==> src/rtl/memory_writeback_stage_pkg.sv <==
// Shared configuration and type definitions for the memory/writeback stage.
// ConfigPack holds build-time sizes; StaticPack holds the opcode and FSM enums.
package ConfigPack;
    localparam int ADDRESS_WIDTH = 32;
endpackage

package StaticPack;
    typedef enum logic [3:0] {
        NONE = 4'd0,
        LB   = 4'd1,
        LH   = 4'd2,
        LW   = 4'd3,
        LBU  = 4'd4,
        LHU  = 4'd5,
        SB   = 4'd6,
        SH   = 4'd7,
        SW   = 4'd8
    } memoryOp_t;

    typedef enum logic [1:0] {
        IDLE          = 2'd0,
        REQUEST       = 2'd1,
        WAIT_RESPONSE = 2'd2
    } MEMORY_STATE_t;

    function automatic logic is_load_op(input memoryOp_t op);
        return op inside {LB, LH, LW, LBU, LHU};
    endfunction

    function automatic logic is_store_op(input memoryOp_t op);
        return op inside {SB, SH, SW};
    endfunction
endpackage

==> src/rtl/memory_writeback_stage_aligner.sv <==
// Combinational byte-lane logic: misalignment detection, store strobe/lane
// replication, and load byte/half extraction with sign or zero extension.
module load_store_aligner
    import StaticPack::*;
(
    input  memoryOp_t   op_i,
    input  logic [1:0]  lane_i,
    input  logic [31:0] store_data_i,
    input  logic [31:0] load_word_i,
    output logic        is_load_o,
    output logic        is_store_o,
    output logic        misaligned_o,
    output logic [3:0]  strobe_o,
    output logic [31:0] store_word_o,
    output logic [31:0] load_data_o
);
    logic [7:0]  word_bytes [4];
    logic [7:0]  sel_byte;
    logic [15:0] sel_half;

    genvar gi;
    generate
        for (gi = 0; gi < 4; gi++) begin : g_lane
            assign word_bytes[gi] = load_word_i[gi*8 +: 8];
        end
    endgenerate

    assign sel_byte = word_bytes[lane_i];
    assign sel_half = lane_i[1] ? load_word_i[31:16] : load_word_i[15:0];

    always_comb begin
        is_load_o    = is_load_op(op_i);
        is_store_o   = is_store_op(op_i);
        misaligned_o = 1'b0;
        strobe_o     = 4'b0000;
        store_word_o = 32'h0;
        load_data_o  = load_word_i;
        case (op_i)
            LB:  load_data_o = {{24{sel_byte[7]}}, sel_byte};
            LBU: load_data_o = {24'h0, sel_byte};
            LH: begin
                misaligned_o = lane_i[0];
                load_data_o  = {{16{sel_half[15]}}, sel_half};
            end
            LHU: begin
                misaligned_o = lane_i[0];
                load_data_o  = {16'h0, sel_half};
            end
            LW:  misaligned_o = |lane_i;
            SB: begin
                strobe_o     = 4'b0001 << lane_i;
                store_word_o = {4{store_data_i[7:0]}};
            end
            SH: begin
                misaligned_o = lane_i[0];
                strobe_o     = 4'b0011 << lane_i;
                store_word_o = {2{store_data_i[15:0]}};
            end
            SW: begin
                misaligned_o = |lane_i;
                strobe_o     = 4'b1111;
                store_word_o = store_data_i;
            end
            default: ;
        endcase
    end
endmodule

==> src/rtl/memory_writeback_stage.sv <==
// Final pipeline stage: retires ALU results, runs loads/stores over a
// valid/ready data-memory port, and emits one registered writeback beat.
module memory_writeback_stage
    import StaticPack::*;
#(
    parameter int ADDRESS_WIDTH = ConfigPack::ADDRESS_WIDTH
) (
    input  logic                     clock,
    input  logic                     reset,
    input  logic                     executeValid,
    output logic                     executeReady,
    input  logic [31:0]              executeResult,
    input  logic [31:0]              executeStoreData,
    input  memoryOp_t                executeMemoryOp,
    input  logic                     executeDestinationEnable,
    input  logic [4:0]               executeWriteAddress,
    output logic                     dataRequestValid,
    input  logic                     dataRequestReady,
    output logic [ADDRESS_WIDTH-1:0] dataAddress,
    output logic                     dataWriteEnable,
    output logic [3:0]               dataWriteStrobe,
    output logic [31:0]              dataWriteData,
    input  logic                     dataResponseValid,
    input  logic [31:0]              dataResponseData,
    output logic                     destinationEnable,
    output logic [4:0]               writeAddress,
    output logic [31:0]              writeData,
    output logic                     memoryWritebackValid,
    output logic                     misalignedException,
    output logic [31:0]              misalignedAddress
);
    MEMORY_STATE_t state_q, state_d;
    memoryOp_t     op_q, op_d;
    logic [1:0]    lane_q, lane_d;
    logic          rd_enable_q, rd_enable_d;

    logic                     req_valid_q, req_valid_d;
    logic [ADDRESS_WIDTH-1:0] addr_q, addr_d;
    logic                     we_q, we_d;
    logic [3:0]               strobe_q, strobe_d;
    logic [31:0]              wdata_q, wdata_d;

    logic        beat_valid_q, beat_valid_d;
    logic        dest_en_q, dest_en_d;
    logic [4:0]  wr_addr_q, wr_addr_d;
    logic [31:0] wr_data_q, wr_data_d;
    logic        exc_q, exc_d;
    logic [31:0] mis_addr_q, mis_addr_d;

    // The aligner serves the incoming instruction while idle and the
    // latched load while waiting, so one instance covers both uses.
    memoryOp_t   align_op;
    logic [1:0]  align_lane;
    logic        is_load, is_store, misaligned;
    logic [3:0]  align_strobe;
    logic [31:0] align_store_word, align_load_data;
    logic        writes_rd;

    assign align_op   = (state_q == IDLE) ? executeMemoryOp : op_q;
    assign align_lane = (state_q == IDLE) ? executeResult[1:0] : lane_q;
    assign writes_rd  = executeDestinationEnable && (executeWriteAddress != 5'd0);

    load_store_aligner u_aligner (
        .op_i         (align_op),
        .lane_i       (align_lane),
        .store_data_i (executeStoreData),
        .load_word_i  (dataResponseData),
        .is_load_o    (is_load),
        .is_store_o   (is_store),
        .misaligned_o (misaligned),
        .strobe_o     (align_strobe),
        .store_word_o (align_store_word),
        .load_data_o  (align_load_data)
    );

    always_comb begin
        state_d      = state_q;
        op_d         = op_q;
        lane_d       = lane_q;
        rd_enable_d  = rd_enable_q;
        req_valid_d  = req_valid_q;
        addr_d       = addr_q;
        we_d         = we_q;
        strobe_d     = strobe_q;
        wdata_d      = wdata_q;
        beat_valid_d = 1'b0;
        dest_en_d    = 1'b0;
        wr_addr_d    = wr_addr_q;
        wr_data_d    = wr_data_q;
        exc_d        = 1'b0;
        mis_addr_d   = mis_addr_q;
        case (state_q)
            IDLE: begin
                if (executeValid) begin
                    wr_addr_d   = executeWriteAddress;
                    rd_enable_d = writes_rd;
                    if (!is_load && !is_store) begin
                        beat_valid_d = 1'b1;
                        dest_en_d    = writes_rd;
                        wr_data_d    = executeResult;
                    end else if (misaligned) begin
                        beat_valid_d = 1'b1;
                        exc_d        = 1'b1;
                        mis_addr_d   = executeResult;
                    end else begin
                        state_d     = REQUEST;
                        req_valid_d = 1'b1;
                        addr_d      = {executeResult[ADDRESS_WIDTH-1:2], 2'b00};
                        we_d        = is_store;
                        strobe_d    = align_strobe;
                        wdata_d     = align_store_word;
                        op_d        = executeMemoryOp;
                        lane_d      = executeResult[1:0];
                    end
                end
            end
            REQUEST: begin
                if (dataRequestReady) begin
                    req_valid_d = 1'b0;
                    if (we_q) begin
                        state_d      = IDLE;
                        beat_valid_d = 1'b1;
                    end else begin
                        state_d = WAIT_RESPONSE;
                    end
                end
            end
            WAIT_RESPONSE: begin
                if (dataResponseValid) begin
                    state_d      = IDLE;
                    beat_valid_d = 1'b1;
                    dest_en_d    = rd_enable_q;
                    wr_data_d    = align_load_data;
                end
            end
            default: state_d = IDLE;
        endcase
    end

    always_ff @(posedge clock or posedge reset) begin
        if (reset) begin
            state_q      <= IDLE;
            op_q         <= NONE;
            lane_q       <= 2'b00;
            rd_enable_q  <= 1'b0;
            req_valid_q  <= 1'b0;
            addr_q       <= '0;
            we_q         <= 1'b0;
            strobe_q     <= 4'b0000;
            wdata_q      <= 32'h0;
            beat_valid_q <= 1'b0;
            dest_en_q    <= 1'b0;
            wr_addr_q    <= 5'd0;
            wr_data_q    <= 32'h0;
            exc_q        <= 1'b0;
            mis_addr_q   <= 32'h0;
        end else begin
            state_q      <= state_d;
            op_q         <= op_d;
            lane_q       <= lane_d;
            rd_enable_q  <= rd_enable_d;
            req_valid_q  <= req_valid_d;
            addr_q       <= addr_d;
            we_q         <= we_d;
            strobe_q     <= strobe_d;
            wdata_q      <= wdata_d;
            beat_valid_q <= beat_valid_d;
            dest_en_q    <= dest_en_d;
            wr_addr_q    <= wr_addr_d;
            wr_data_q    <= wr_data_d;
            exc_q        <= exc_d;
            mis_addr_q   <= mis_addr_d;
        end
    end

    assign executeReady         = (state_q == IDLE);
    assign dataRequestValid     = req_valid_q;
    assign dataAddress          = addr_q;
    assign dataWriteEnable      = we_q;
    assign dataWriteStrobe      = strobe_q;
    assign dataWriteData        = wdata_q;
    assign destinationEnable    = dest_en_q;
    assign writeAddress         = wr_addr_q;
    assign writeData            = wr_data_q;
    assign memoryWritebackValid = beat_valid_q;
    assign misalignedException  = exc_q;
    assign misalignedAddress    = mis_addr_q;
endmodule

==> config.mk <==
export PLATFORM = sky130hd
export DESIGN_NAME = memory_writeback_stage
export DESIGN_NICKNAME = d
export VERILOG_FILES = /design/src/rtl/memory_writeback_stage_pkg.sv /design/src/rtl/memory_writeback_stage_aligner.sv /design/src/rtl/memory_writeback_stage.sv
export SDC_FILE = /design/constraint.sdc
export NUM_CORES = 1
export LEC_CHECK = 0
export BUFFER_PORTS_ARGS = -buffer_cell sky130_fd_sc_hd__clkbuf_2
export CORE_MARGIN = 2
export CORE_UTILIZATION = 50
export DETAILED_ROUTE_END_ITERATION = 10
export GPL_TIMING_DRIVEN = 0
export HOLD_SLACK_MARGIN = 0.12
export PLACE_DENSITY = 0.8
export REMOVE_ABC_BUFFERS = 1
export SLEW_MARGIN = 10
export SYNTH_ARGS = -nofsm -noshare
export SYNTH_HDL_FRONTEND = slang
export SYNTH_HIERARCHICAL = 1
export SYNTH_SLANG_ARGS = --single-unit
==> constraint.sdc <==
create_clock -name clock -period 12.4 [get_ports clock]
set_input_delay 1.86 -clock clock [delete_from_list [all_inputs] [get_ports clock]]
set_output_delay 1.86 -clock clock [all_outputs]
set_load 0.005 [all_outputs]
After elaboration in Yosys (flattened, before gate mapping)
Index checks and enable logic that the tools add are counted.

$lt $le $gt $ge: 1. Eq/ne operators: 16. Shift operators: 2. Mux-type cells: 40. Bitwise operators: 3. Reduce and logical (&&, ||, !) cells: 19.

Operator list (count): $pmux W32 S4 (1); $mux W32 (3); $pmux W32 S3 (1); $pmux W32 S2 (1); $bmux W8 S2 (1); $eq A4 B3 Y1 const B (4); $mux W1 (16); $mux W16 (1); $mux W8 (2); $mux W2 (7); $pmux W4 S3 (1); $reduce_and A4 Y1 (3); $ne A2 B2 Y1 const B (5); $reduce_and A5 Y1 (2); $reduce_bool A5 Y1 (2); $eq A4 B2 Y1 const B (2); $pmux W1 S2 (3); $pmux W2 S3 (1); $eq A4 B1 Y1 const B (1); $eq A4 B4 Y1 const B (1); $mux W4 (1); $reduce_bool A2 Y1 (2); $reduce_or A2 Y1 (2); $shl A1 B2 Y4 const A (1); 14 further kinds (17).

Bits in registers: 149. Output and inout bits: 143. Word-level logic and storage cells: 96.

Logic depth before layout (Yosys ltp)
Gate-level depths: netlist (run 1).

Word-level depth: 9. Depth in mapped cells: 11.

Cells and area by module
The synthesis (run 1) kept the hierarchy.

Modules (own cells, without submodules): memory_writeback_stage (times used 1, cells an instance 379, area an instance 5918.2 um2, sequential area each 3728.6 um2); load_store_aligner (times used 1, cells an instance 176, area an instance 1244.9 um2, sequential area each 0.0 um2).

Worst setup path before layout (run 1)
Ideal clock, no wire load.

Kind: input port to flip-flop. From: input executeMemoryOp[1]. To: register addr_q[29], in the netlist dataAddress[29]. Library setup time: 125 ps. Data arrival time: 4076 ps. Slack: 8199 ps. Stages: 9. Buffers on the path: 3. Cells stage by stage: mux2_2 clkbuf_1 or3_1 nand2_1 nor2_1 nor3_1 buf_2 buf_4 mux2_2.

Cells in the longest elaborated chain, start to end: 7.

Ends and longest elaborated chain: from (decl) (RTL line memory_writeback_stage.sv:14) `input memoryOp_t executeMemoryOp,`; $mux W4 (*) (RTL line memory_writeback_stage.sv:59) `assign align_op = (state_q == IDLE) ? executeMemoryOp : op_q;`; $eq A4 B3 Y1 or $eq A4 B4 Y1 (tied branches) (RTL line memory_writeback_stage_pkg.sv:31) `return op inside {SB, SH, SW};`; $reduce_bool A3 Y1 (*) (RTL line memory_writeback_stage_pkg.sv:31); via is_store (RTL line memory_writeback_stage.sv:54) `logic is_load, is_store, misaligned;`; $logic_not A1 Y1 (*) (RTL line memory_writeback_stage.sv:97) `if (!is_load && !is_store) begin`; $logic_and A1 B1 Y1 (*) (RTL line memory_writeback_stage.sv:97); $not A1 Y1 (no source line) (*); $reduce_and A4 Y1 (no source line) (*); to (signal assigned) (RTL line memory_writeback_stage.sv:163) `addr_q <= addr_d;`; to (decl) (RTL line memory_writeback_stage.sv:38) `logic [ADDRESS_WIDTH-1:0] addr_q, addr_d;`.

The timed path passes the listed nets; every way through them passes the cells marked *. A chain may end at the register's enable or synchronous reset.

Final worst setup path (run 1)
From: input executeMemoryOp[0]. To: register wdata_q[14], in the netlist dataWriteData[14].

Cells in the longest elaborated chain, start to end: 7.

Ends and longest elaborated chain: $mux W4 (*) (RTL line memory_writeback_stage.sv:59); via align_op[0] (RTL line memory_writeback_stage.sv:52) `memoryOp_t align_op;`; $eq A4 B3 Y1 or $eq A4 B4 Y1 (tied branches) (RTL line memory_writeback_stage_pkg.sv:31); $reduce_bool A3 Y1 (*) (RTL line memory_writeback_stage_pkg.sv:31); via is_store (RTL line memory_writeback_stage.sv:54); $logic_not A1 Y1 (*) (RTL line memory_writeback_stage.sv:97); $logic_and A1 B1 Y1 (*) (RTL line memory_writeback_stage.sv:97); $not A1 Y1 (no source line) (*); $reduce_and A4 Y1 (no source line) (*); to (signal assigned) (RTL line memory_writeback_stage.sv:166) `wdata_q <= wdata_d;`; to (decl) (RTL line memory_writeback_stage.sv:41) `logic [31:0] wdata_q, wdata_d;`.

Marked as above.

==> flow_summary_export.csv, run 1 <==
group,metric,value,unit
critical_path,cp.buffers_inverters,4,
clock_network,cts_hold_buffers,0,
routing,viasPerCell,5.73,
grt,grt_use_total,26.3,%
grt,grt_overflow,0,
cells_and_area,seqCellArea,0.00373,mm²
clock_network,insertion_delay,0.43,ns
sta,hold_viol,0,
cells_and_area,nNetsFinal,910,
sta,min_period_over_period,41.5,%
clock_network,cts_tree,"built",
die,fp.dieArea,0.0153,mm²
clock_network,clkTransAtPathRegs,0.06,ns
critical_path,slowest_stage,"nor3_2",
routing,first_iter_violations,381,
clock_network,cts_setup_buffers,0,
clock_network,htreeDepth,4,
clock_network,cts_buffers,17,
synth,synthesis.area,0.00716,mm²
clock_network,cts_resized,0,
place,placement.io_buffers,251,
sta,finClkSkew,0.0132,ns
cells_and_area,nFillCells,1036,
cells_and_area,multiInputGateArea,0.00320,mm²
synth,async_flop_share,100,%
cells_and_area,syn_to_final_growth,28.2,%
routing,drc,0,
grt,grt_pass1_vias,5775,
cells_and_area,diodes,0,
power_and_ir_drop,vdd_drop_max,132,µV
grt,antenna_found_initial,0,
routing,first_pass_iters,4,
cells_and_area,drive_above_1_share,60.1,%
sta,slew_violations,0,
critical_path,crit_arrival,5.45,ns
sta,maxSlewHeadroom,20.3,%
routing,wire_per_inst,20.0,µm
die,ios,254,
critical_path,cp.required,12.71,ns
clock_network,cts_num_sinks,149,
routing,vias,5668,
grt,grt_max_degree,80,
synth,avgSynthCellArea,12.9,µm²
die,row_count,43,
power_and_ir_drop,power_density,271,mW/mm²
sta,setup_tns,0,ns
critical_path,crit_family,"simple AND/OR/NAND/NOR gates",
sta,fmax,194,MHz
power_and_ir_drop,finalPower,2.49,mW
die,initial_core_util,51.4,%
critical_path,crit_path_max_fanout,23,
synth,ys.flop_type,"dfrtp_1",
outcome,outcome,"completed",
place,dp_hpwl,14400,µm
sta,finalCriticalPeriod,5.15,ns
synth,synth_cell_type_count,52,
clock_network,cts_root_buffer,"clkbuf_16",
die,die_w,124,µm
die,die_h,124,µm
synth,synth_warnings,6,
synth,yosysSeqAreaShare,52.1,%
synth,synth-edff-count,0,
sta,worst_slew_pin_slew,1.19,ns
die,core-area,0.0139,mm²
critical_path,max_stage_delay,0.67,ns
routing,drtAntennaViolNets,0,
critical_path,critPathKind,"in -> reg",
flow_run,max_cap_violations,0,
synth,synthCells,555,
routing,routed_wl,19800,µm
clock_network,clock_path_buffers,2,
power_and_ir_drop,power_leakage,4.52,nW
critical_path,worstSetupEndpointType,"register",
critical_path,critPathLaunchType,"input port",
critical_path,worstPathCellList,"clkbuf_2, mux2_2, nand2b_1, or3_1, nand2_1, nor2_1, nor3_2, buf_4, buf_4, buf_6, mux2_2",
synth,synth-seq-cells,149,
min_path,hold_class,"reg -> reg",
sta,rsz0062_at_grt,"false",
place,gp_congestion,0.812,
sta,setup_violations,0,
grt,grt_pass1_wl,30400,µm
-- cell usage in the layout (no fill, tap or decap), types with 2 or more instances in the layout --
cell type | netlist | routed
a31oi_1 | 2 | 2
or2_2 | 33 | 33
o31ai_1 | 3 | 3
buf_4 | 8 | 5
nand4_1 | 6 | 6
bufinv_16 | 0 | 3
buf_8 | 0 | 2
clkbuf_16 | 0 | 17
and2_1 | 8 | 8
clkbuf_2 | 0 | 251
nand2_1 | 21 | 21
nor3_2 | 0 | 2
mux2_2 | 122 | 122
buf_6 | 6 | 3
conb_1 | 1 | 2
a21oi_1 | 5 | 5
o21bai_1 | 3 | 3
o221a_2 | 31 | 31
nand3b_1 | 3 | 3
clkbuf_8 | 0 | 2
nand3_1 | 3 | 2
a21o_1 | 21 | 21
o21ai_0 | 15 | 15
a22o_1 | 16 | 16
buf_16 | 0 | 2
nand2b_1 | 3 | 3
mux2i_1 | 16 | 16
a221o_1 | 8 | 8
clkinv_2 | 0 | 5
o211ai_1 | 7 | 7
dfrtp_1 | 149 | 149
nor2_1 | 9 | 9
inv_1 | 5 | 4
-- cells in the mapped netlist, drive strengths merged, types with 2 or more instances --
master	n	area share, %
a21o	22	2.4
a21oi	5	0.35
a221o	8	1.1
a22o	16	2.0
a31oi	2	0.17
and2	8	0.70
buf	22	2.3
clkbuf	17	0.89
dfrtp	149	52
inv	5	0.26
mux2	123	19
mux2i	16	2.2
nand2	21	1.1
nand2b	3	0.26
nand3	3	0.21
nand3b	3	0.31
nand4	6	0.52
nor2	9	0.47
nor3	3	0.21
nor3b	2	0.37
o211ai	7	0.73
o21ai	15	1.0
o21bai	3	0.31
o221a	32	5.0
o31ai	4	0.61
or2	34	3.0
or3b	2	0.24
-- path summary, 6_finish.rpt --
kind	from	to	slack, ns	cells past startpoint
worst max-delay path	executeMemoryOp[0]	dataWriteData[14]$_DFFE_PP0P_	7.25	11
worst min-delay path	misalignedAddress[25]$_DFFE_PP0P_	misalignedAddress[25]$_DFFE_PP0P_	0.49	1
worst max register to register	state_q[1]$_DFFE_PP0P_	dataWriteData[14]$_DFFE_PP0P_	7.58	11
worst min register to register	misalignedAddress[25]$_DFFE_PP0P_	misalignedAddress[25]$_DFFE_PP0P_	0.49	1
max in group asynchronous	reset	writeData[4]$_DFFE_PP0P_	10.08	3
min in group asynchronous	reset	misalignedAddress[0]$_DFFE_PP0P_	1.52	2
-- routing by layer --
layer  wire length (µm)  track usage (%)  up-vias  share of wire (%)
met5                  0                0        -                  0
met2               9910             45.2      240                 50
met4                459             11.7        0                2.3
met3               1540             6.87       39                7.8
li1                   -                -     2559                  -
met1               7870             31.0     2830                 40
-- layout make-up --
class | instances | share of cell area (%)
clock buffer | 20 | 4.97
clock inverter | 10 | 1.43
inverter | 5 | 0.259
multi-input combinational | 363 | 34.9
sequential | 149 | 40.6
tap | 180 | 2.45
timing repair buffer | 263 | 15.4
-- power breakdown --
| group | internal [mW] | leakage (nW) | switching (mW) | total [mW] |
|---|---|---|---|---|
| combinational | 0.586 | 2.41 | 0.522 | 1.11 |
| sequential | 0.730 | 1.82 | 0.133 | 0.862 |
| clock | 0.323 | 0.291 | 0.196 | 0.519 |
-- worst register-to-register path, delay by kind of cell (launching register included) --
kind	cells	cell delay, ns
buffers and inverters	3	0.74
flip-flops	1	0.44
multiplexers	2	0.97
AND/OR/NAND/NOR	6	2.56
-- kinds of logic after synthesis --
family	synth area share, %
buffers and inverters	3.48
muxes	21.9
DFF	52.1
and+or+nand+nor	8.00
xor gates and xnor gates	0.122
AOI/OAI and AO/OA	14.4
other	0.0524
-- state kept, by name (all words and copies together), names as in the netlist --
register	cells
state_q	2
lane_q	2
op_q	4
dataWriteStrobe	4
dataWriteData	32
dataRequestValid	1
misalignedAddress	32
destinationEnable	1
dataAddress	30
rd_enable_q	1
dataWriteEnable	1
writeData	32
writeAddress	5
misalignedException	1
memoryWritebackValid	1
-- stage by stage --
stage	std cells	area (µm²)	hold WS, ns	setup slack, ns	utilization (%)
3_3_place_gp	948	8420	0.462	0.202	60.4
6_report	990	9180	0.489	7.25	65.9
2_1_floorplan	517	6940	0.450	3.30	-
3_5_place_dp	960	8590	0.480	6.79	61.7
5_1_grt	990	9180	0.514	7.01	65.9
4_1_cts	990	9180	0.493	7.24	65.9
No activity file was read; power rests on OpenSTA's default activity.
==> inputs of run 2 (changes only) <==
--- a/config.mk
+++ b/config.mk
@@ -5,13 +5,14 @@
 export SDC_FILE = /design/constraint.sdc
 export NUM_CORES = 1
 export LEC_CHECK = 0
+export ABC_AREA = 1
 export BUFFER_PORTS_ARGS = -buffer_cell sky130_fd_sc_hd__clkbuf_2
 export CORE_MARGIN = 2
-export CORE_UTILIZATION = 50
+export CORE_UTILIZATION = 46
 export DETAILED_ROUTE_END_ITERATION = 10
 export GPL_TIMING_DRIVEN = 0
 export HOLD_SLACK_MARGIN = 0.12
-export PLACE_DENSITY = 0.8
+export PLACE_DENSITY = 0.77
 export REMOVE_ABC_BUFFERS = 1
 export SLEW_MARGIN = 10
 export SYNTH_ARGS = -nofsm -noshare
==> constraint.sdc (replaced) <==
create_clock -name clock -period 4.25 [get_ports clock]
set_input_delay 0.6375 -clock clock [delete_from_list [all_inputs] [get_ports clock]]
set_output_delay 0.6375 -clock clock [all_outputs]
set_load 0.005 [all_outputs]
==> run 2 against run 1 <==
  * Critical path depth grew 2
  * Total power increased to 3.0 times the previous value
  * Sequential share of layout area is 2.3 points lower
  * Via count grew 37%
  * Worst hold slack lost 0.32 ns
  * Wire length grew 14%
  * Clock skew is 0.0060 ns lower
  * First-iteration DRC count is 33% higher
  * Flip-flop and latch count stayed put
  * Global-route usage down 0.79 points
  * Setup slack got worse by 6.8 ns
  * Core utilization fell by 7.0 points
  * Largest power group unchanged
==> flow_summary_export.csv, run 2 <==
group,metric,value,unit
synth,synth_warnings,6,
clock_network,clkTransAtPathRegs,0.06,ns
grt,grt_most_used_layer,"met2",
cells_and_area,nNetsFinal,1414,
synth,synthesis.area,0.00774,mm²
clock_network,cts_buffers,17,
clock_network,clock_path_buffers,2,
critical_path,max_stage_delay,0.46,ns
min_path,hold_class,"in -> async",
die,die_w,134,µm
grt,grt_pass1_vias,7121,
clock_network,cts_tree,"built",
sta,slew_violations,0,
critical_path,worstSetupEndpointType,"register",
synth,synth-edff-count,0,
grt,grtUsageMet2,41.5,%
synth,synthCells,1090,
place,gp_congestion,0.818,
sta,worst_slew_pin_slew,1.08,ns
synth,synth_commonest_cells,"501 x nand2_1, 152 x nand3_1, 149 x dfrtp_1",
synth,synth_cell_type_count,25,
routing,wire_per_inst,14.7,µm
synth,async_flop_share,100,%
grt,use_met1,33.5,%
critical_path,critPathKind,"reg -> reg",
sta,finalCriticalPeriod,3.80,ns
grt,grt_overflow,0,
die,fp.dieArea,0.0179,mm²
routing,drc,0,
sta,fmax,263,MHz
grt,met3_usage,6.39,%
place,place_ws,-0.987,ns
synth,synth.area.top_cells,"dfrtp_1 48%, nand2_1 24%, nand3_1 9.8%, o21ai_0 5.6%, inv_1 4.4%",
critical_path,crit_path_max_fanout,33,
critical_path,slowest_stage,"dfrtp_1",
power_and_ir_drop,power_density,756,mW/mm²
place,placement.io_buffers,251,
grt,grt_use_total,25.5,%
outcome,outcome,"completed",
die,die_h,134,µm
clock_network,insertion_delay,0.42,ns
synth,avgSynthCellArea,7.11,µm²
routing,drtAntennaViolNets,0,
sta,setup_violations,0,
critical_path,cpMostUsedCell,"nand2_1",
cells_and_area,final_cell_mix,"498 x nand2_1, 251 x clkbuf_2, 151 x nand3_1",
critical_path,crit_arrival,4.10,ns
routing,first_pass_iters,5,
clock_network,htreeDepth,4,
cells_and_area,mostFrequentLayoutCell,"nand2_1",
critical_path,crit_family,"simple AND/OR/NAND/NOR gates",
sta,min_period_over_period,89.5,%
routing,first_iter_violations,508,
clock_network,cts_num_sinks,149,
flow_run,max_cap_violations,0,
routing,vias,7762,
sta,setup_tns,0,ns
synth,yosysSeqAreaShare,48.1,%
clock_network,cts_root_buffer,"clkbuf_16",
synth,synth_most_common_cell,"nand2_1",
synth,ys.flop_type,"dfrtp_1",
grt,grt_max_degree,116,
cells_and_area,syn_to_final_growth,25.7,%
sta,maxSlewHeadroom,28.2,%
synth,synth_top_area_share,48.1,%
cells_and_area,drive_above_1_share,23.5,%
die,row_count,47,
die,core-area,0.0165,mm²
cells_and_area,seqCellArea,0.00373,mm²
sta,rsz0062_at_grt,"false",
die,ios,254,
die,initial_core_util,46.9,%
routing,routed_wl,22500,µm
synth,synth_top_area_cell,"dfrtp_1",
power_and_ir_drop,power_leakage,5.80,nW
critical_path,cp.buffers_inverters,3,
grt,antenna_found_initial,0,
synth,synth-seq-cells,149,
cells_and_area,nFillCells,1592,
sta,hold_viol,0,
routing,viasPerCell,5.06,
critical_path,worstPathCellList,"nor2_4, mux2_2, inv_1, nand4_1, inv_2, nor2_4, inv_1, nor2_1, nand2_1, nand2_8, nand3_4, nand2_1, nand2_1",
cells_and_area,post-route-util,58.9,%
cells_and_area,multiInputGateArea,0.00341,mm²
critical_path,critPathLaunchType,"register",
sta,setup_slack,0.447,ns
power_and_ir_drop,vdd_drop_max,423,µV
sta,finClkSkew,0.00711,ns
critical_path,cp.required,4.55,ns
grt,grt_pass1_wl,36300,µm
place,dp_hpwl,15400,µm
cells_and_area,diodes,0,
[run 2: cell types whose count changed in the layout (fill, tap and decap cells not counted), sizes merged, moves of 22 or more]
| cell | delta |
|---|---|
| inv | +90 |
| o221a | -32 |
| mux2 | -120 |
| nand2 | +485 |
| or2 | -34 |
| o21ai | +73 |
| a21o | -22 |
| nand3 | +149 |
[run 2: logic make-up after synthesis]
group | synth area share [%]
DFF | 48.1
AOI/OAI and AO/OA | 6.07
and+or+nand+nor | 36.4
buffers and inverters | 8.92
muxes | 0.436
other | 0.0484
[run 2: final cells by class]
| class | instances | share of cell area (%) |
|---|---|---|
| Timing Repair Buffer | 255 | 13.8 |
| Tap cell | 220 | 2.83 |
| Multi-Input combinational cell | 787 | 35.0 |
| Clock inverter | 12 | 1.82 |
| Clock buffer | 19 | 4.55 |
| Sequential cell | 149 | 38.3 |
| Inverter | 93 | 3.66 |
[run 2: what timing repair did]
action                     CTS  global route
hold buffers                 0             0
setup endpoints to repair   32           105
pin swaps                    0             1
setup buffers                0             0
resized for setup            4             3
[run 2: worst paths after layout]
check,startpoint,slack [ns],end,cells past startpoint
worst max register to register,state_q[1]$_DFFE_PP0P_,0.45,writeData[18]$_DFFE_PP0P_,13
min in group clock,executeWriteAddress[4],0.42,writeAddress[4]$_DFFE_PP0P_,3
worst min-delay path,reset,0.17,dataWriteData[7]$_DFFE_PP0P_,2
worst min register to register,op_q[0]$_DFFE_PP0P_,0.47,op_q[0]$_DFFE_PP0P_,2
worst max-delay path,state_q[1]$_DFFE_PP0P_,0.45,writeData[18]$_DFFE_PP0P_,13
max in group asynchronous,reset,3.19,writeData[1]$_DFFE_PP0P_,3
[run 2: report_power, final]
group          internal [mW]  total (mW)  leakage, nW  switching, mW
Sequential              2.02        2.35         1.91          0.325
Clock                  0.998        1.60        0.304          0.605
Combinational           1.17        3.41         3.58           2.24
[run 2: worst register-to-register path, stage by stage, from the launching register on]
cell     delay (ns)
dfrtp_1        0.46
nor2_4         0.36
mux2_2         0.28
inv_1          0.12
nand4_1        0.21
inv_2          0.24
nor2_4         0.34
inv_1          0.11
nor2_1         0.37
nand2_1        0.24
nand2_8        0.27
nand3_4        0.40
nand2_1        0.20
nand2_1        0.07
[run 2: stage by stage]
stage	total power, mW	instance area, µm²	hold WS (ns)	std cells
after global routing	7.99	9740	0.166	1535
final	7.36	9740	0.170	1535
after detailed placement	5.74	9070	0.455	1504
after floorplan	4.29	7410	0.438	1029
after CTS	7.39	9710	0.172	1535
after global placement	5.56	8940	0.450	1500
[run 2: routing by layer]
metal / wire length, µm / vias up
met5: 0 / -
met4: 379 / 0
met3: 1800 / 22
met2: 10700 / 286
met1: 9680 / 3619
li1: - / 3835
